<file path="src/rtl/stream_compare.sv">
// Compares two valid-qualified beat streams over a programmed run length and reports
// whether they match within a per-channel tolerance, how many beats mismatched, and the first mismatching beat.
module stream_compare #(
  parameter int DATA_W    = 8,
  parameter int CHANNELS  = 1,
  parameter int TOLERANCE = 0,
  parameter int CNT_W     = 32
) (
  input  logic                         clk,
  input  logic                         rst_n,
  input  logic                         start,
  input  logic [CNT_W-1:0]             length,
  input  logic                         a_valid,
  input  logic [CHANNELS*DATA_W-1:0]   a_data,
  output logic                         a_ready,
  input  logic                         b_valid,
  input  logic [CHANNELS*DATA_W-1:0]   b_data,
  output logic                         b_ready,
  output logic                         busy,
  output logic                         done,
  output logic                         result,
  output logic [CNT_W-1:0]             mismatch_count,
  output logic [CNT_W-1:0]             first_idx,
  output logic                         first_valid
);

  typedef enum logic [1:0] {IDLE, RUN, DONE} state_t;

  // Wide enough that any int TOLERANCE compares exactly against a DATA_W+1 difference.
  localparam int EXT_W = DATA_W + 33;
  localparam logic [EXT_W-1:0] TOL_EXT = EXT_W'(TOLERANCE);

  state_t state, state_next;
  logic [CNT_W-1:0] len, idx;
  logic [CHANNELS-1:0] ch_mis;
  logic xfer, accept, beat_mis, last_beat;

  for (genvar gi = 0; gi < CHANNELS; gi++) begin : g_ch
    logic [DATA_W:0] ea, eb, diff;
    assign ea         = {1'b0, a_data[gi*DATA_W +: DATA_W]};
    assign eb         = {1'b0, b_data[gi*DATA_W +: DATA_W]};
    assign diff       = (ea >= eb) ? (ea - eb) : (eb - ea);
    assign ch_mis[gi] = EXT_W'(diff) > TOL_EXT;
  end

  assign beat_mis  = |ch_mis;
  assign xfer      = (state == RUN) && a_valid && b_valid;
  assign accept    = start && (state != RUN);
  assign last_beat = (idx == len - CNT_W'(1));
  assign a_ready   = xfer;
  assign b_ready   = xfer;
  assign busy      = (state == RUN);
  assign done      = (state == DONE);

  always_ff @(posedge clk or negedge rst_n) begin
    if (!rst_n) state <= IDLE;
    else        state <= state_next;
  end

  always_comb begin
    state_next = state;
    case (state)
      IDLE, DONE: if (start) state_next = (length == '0) ? DONE : RUN;
      RUN:        if (xfer && last_beat) state_next = DONE;
      default:    state_next = IDLE;
    endcase
  end

  always_ff @(posedge clk or negedge rst_n) begin
    if (!rst_n) begin
      len            <= '0;
      idx            <= '0;
      result         <= 1'b0;
      mismatch_count <= '0;
      first_idx      <= '0;
      first_valid    <= 1'b0;
    end else if (accept) begin
      len            <= length;
      idx            <= '0;
      result         <= 1'b0;
      mismatch_count <= '0;
      first_valid    <= 1'b0;
    end else if (xfer) begin
      idx <= idx + CNT_W'(1);
      if (beat_mis) begin
        result <= 1'b1;
        if (mismatch_count != '1) mismatch_count <= mismatch_count + CNT_W'(1);
        if (!first_valid) begin
          first_idx   <= idx;
          first_valid <= 1'b1;
        end
      end
    end
  end

endmodule
</file>
<file path="config.mk">
export PLATFORM = sky130hd
export DESIGN_NAME = stream_compare
export DESIGN_NICKNAME = d
export VERILOG_FILES = /design/src/rtl/stream_compare.sv
export SDC_FILE = /design/constraint.sdc
export NUM_CORES = 1
export LEC_CHECK = 0
export CAP_MARGIN = 10
export CORE_MARGIN = 4
export CORE_UTILIZATION = 45
export DETAILED_ROUTE_END_ITERATION = 8
export PLACE_DENSITY = 0.71
export SLEW_MARGIN = 30
export SYNTH_ARGS = -nofsm -noshare
export SYNTH_HDL_FRONTEND = slang
export SYNTH_SLANG_ARGS = --single-unit
</file>
<file path="constraint.sdc">
create_clock -name clk -period 2.9 [get_ports clk]
set_input_delay 0.58 -clock clk [delete_from_list [all_inputs] [get_ports clk]]
set_output_delay 0.58 -clock clk [all_outputs]
set_load 0.005 [all_outputs]
</file>
==> impl_metrics.toml <==
[power]
pwr-share-clk_pct = 44.9
swShare_pct = 25.6
p_int_mw = 3.83
power.switching_mw = 1.32
ir_drop_mv = 0.510
finalPower_mw = 5.15
pwr-share-seq_pct = 39.7
p_leak_nw = 5.11
power.density_nw_per_um2 = 445
p_comb_share_pct = 15.3

[floorplan]
top_level_ports = 123
die_area_um2 = 19900
fp.dieW_um = 141
core_um2 = 17300
start_util_pct = 46.0
rows = 48
dieHeight_um = 141

[yosys]
synth-seq-area-share_pct = 41.2
async_flop_share_pct = 100
synth-edff-count = 0
synth_cell_types = 73
synthCells = 869
yosysWarnings = 0
syn_area_um2 = 7960
synthesis.nets = 941
syn_area_per_cell_um2 = 9.16
synth_seq_cells = 131
ys.flop_type = "dfrtp_1"

[sta]
finalHoldViolCount = 0
fin_crit_sh_pct = 106
fmax_mhz = 324
finalMaxSlewViolations = 0
maxSlewHeadroom_pct = 44.1
setup_viol = 58
max_slew.worst_pin.slew_ns = 0.839
timing.final.crit_period_ns = 3.08
fin_ws_ns = -0.184
finClkSkew_ns = 0.0136
rsz0062_at_grt = "true"

[global_route]
grt-ovfl-total = 0
antenna_found_initial = 0
grt_max_degree = 70
grt_use_total_pct = 23.6
grt_first_pass_wirelength_um = 37900
grt_pass1_vias = 7462

[setup_path]
critPathRequiredTime_ns = 3.20
r2r_start = "len[8]"
cp_max_fo = 8
critPathMaxStageDelay_ns = 0.37
crit_path_cell_trace = "buf_8, inv_4, ha_4, buf_6, and4_4, a221o_1, nor2_2, a21oi_1, o2bb2ai_1, nor4b_2, o2111a_2, nor3_4, buf_6, buf_12, buf_12, mux2_4"
cp-end-kind = "flop"
reg2reg_slack_ns = -0.02
cp.arrival_ns = 3.39
rr_worst_depth = 10
crit_path_top_delay_cell = "a221o_1"
crit_type = "in2reg"
r2r_end = "state[0]"
cp-start-kind = "input pin"

[cts]
cts_hold_buf = 0
clockBufferDepth = 2
clkSlewWorstSetupHoldPaths_ns = 0.06
root_buffer = "clkbuf_16"
htreeDepth = 4
tritoncts = "built"
cts-buffers-inserted = 17
clk_latency_ns = 0.43
clkSinkCount = 131

[place]
gp_congestion = 0.848
dp_cells = 1275
portBuffers = 122
dp_hpwl_um = 15600

[route]
wl_per_cell_um = 17.8
drt_iter0_drc = 412
routed_via_density = 5.65
wirelength_um = 23700
via_count = 7513
antenna_left = 0
drc = 0
drt-pass1-iter-count = 5

[job]
maxCapViolations = 0

[layout]
multi_input_area_um2 = 4850
area_growth_pct = 45.4
layout-drive-gt1-share_pct = 27.6
instances_no_fill = 1330
diodes = 0
final_nets = 1164
final-seq-area_um2 = 3280
fillers = 1354

[hold_path]
min_path_type = "in2async"

[status]
violations = "negative setup slack"
status = "complete, but fails checks"
[worst max path at each step]
stage                   start             to  slack (ns)  cells past startpoint
finish              a_data[6]  first_idx[29]       -0.18                     16
global route        a_data[6]  first_idx[30]       -0.30                     16
CTS                 a_data[1]  first_idx[29]       -0.07                     16
detailed placement  a_data[7]  first_idx[12]       -1.01                     13
global placement    a_data[7]  first_idx[20]       -0.95                     13
floorplan           b_data[1]  first_idx[10]       -0.35                     11
[power groups by stage]
stage                     clock network (mW)  registers (mW)  logic [mW]
after floorplan                            0            2.02       0.384
after global placement                     0            2.08       0.709
after detailed placement                   0            2.08       0.723
after CTS                               2.34            2.05       0.764
after global routing                    2.43            2.07       0.862
final                                   2.31            2.05       0.790
[repair_timing]
action,CTS,global route
cloned,4,3
setup endpoints to repair,67,71
pin swaps,38,26
buffers inserted,12,9
gates resized for setup,127,48
[cell usage in the layout, fill, tap and decap left out, types with 8 or more instances in the layout]
master           instances
mux2_4                  23
nor2b_1                 10
nand4_1                 19
mux2_2                  12
nor4_1                   9
mux2i_1                 12
clkdlybuf4s50_1        105
dfrtp_1                131
o31ai_1                 24
nand2b_1                 9
clkbuf_16               20
xor2_1                  26
inv_1                   23
or4_4                   14
nor3_1                  11
a21oi_1                 34
xnor2_1                 37
buf_4                  109
or4_1                   10
ha_1                     8
nand3_1                 33
ha_4                     9
o211ai_1                10
buf_6                   10
o21ai_0                 28
or3_1                   14
nor2_1                  47
nand2_1                128
a21oi_2                 16
buf_12                   8
[logic make-up after synthesis]
kind of cell	after synthesis	synth area share (%)
AND/OR/NAND/NOR	366	24.3
AO/OA/AOI/OAI	164	13.5
flip-flops	131	41.2
buffers and inverters	78	4.24
XOR/XNOR	63	6.93
multiplexers	48	6.84
adder cells (fa/ha/maj)	19	2.99
[sequential cells by signal, summed over array words and instances, names as in the netlist]
signal	cells
first_idx	32
first_valid	1
idx	32
len	32
mismatch_count	32
state	2
[per-layer routing]
layer	vias to the layer above	global-route usage (%)	share of wire [%]
met5	-	0	0
met4	0	8.26	2.4
met3	35	4.00	4.7
met2	217	40.7	50
met1	3691	30.0	43
li1	3570	-	-
[area by class of cell]
type                    instances  area share, %
multi-input cells             660           41.9
flip-flops and latches        131           28.3
repair buffers                250           20.7
clock buffers                  20           3.95
well taps                     225           2.43
clock inverters                12           1.54
inverters                      32           1.21
[synth_stat cells (all sizes together), types with 5 or more instances]
library cell	instances	area [µm²]
o31ai	25	188
dfrtp	131	3280
nor3	15	103
or4	24	180
buf	15	100
a21oi	50	250
nand2	130	490
and4	9	78.8
nand2b	10	62.6
nor4	16	128
mux2	35	398
xor2	26	228
a211oi	7	57.6
inv	31	116
o211ai	10	75.1
and2	8	50.1
mux2i	12	120
nand4	19	119
or3	14	87.6
nor2	50	188
xnor2	37	324
clkbuf	31	118
a31oi	6	37.5
o21a	5	38.8
nor2b	11	68.8
o21ai	32	164
nand3	35	180
and3	9	57.6
ha	19	238
[metrics by stage]
stage | TNS [ns] | util (%) | setup slack, ns | area [µm²] | hold WS, ns
after detailed placement | -61.82 | 59.3 | -1.01 | 10300 | 0.496
final | -5.13 | 66.9 | -0.184 | 11600 | 0.0791
after global placement | -58.62 | 59.3 | -0.954 | 10300 | 0.484
after CTS | -0.794 | 65.3 | -0.0688 | 11300 | 0.0945
after global routing | -11.57 | 66.9 | -0.305 | 11600 | 0.117
after floorplan | -15.21 | - | -0.345 | 8210 | 0.284
[worst max-delay path, delay by kind of cell]
| kind | cells | cell delay, ns |
|---|---|---|
| buffers and inverters | 6 | 0.66 |
| AND/OR/NAND/NOR | 4 | 0.71 |
| AO/OA/AOI/OAI | 4 | 0.92 |
| adder cells (fa/ha/maj) | 1 | 0.21 |
| multiplexers | 1 | 0.30 |
Power figures use the tool's default switching activity.
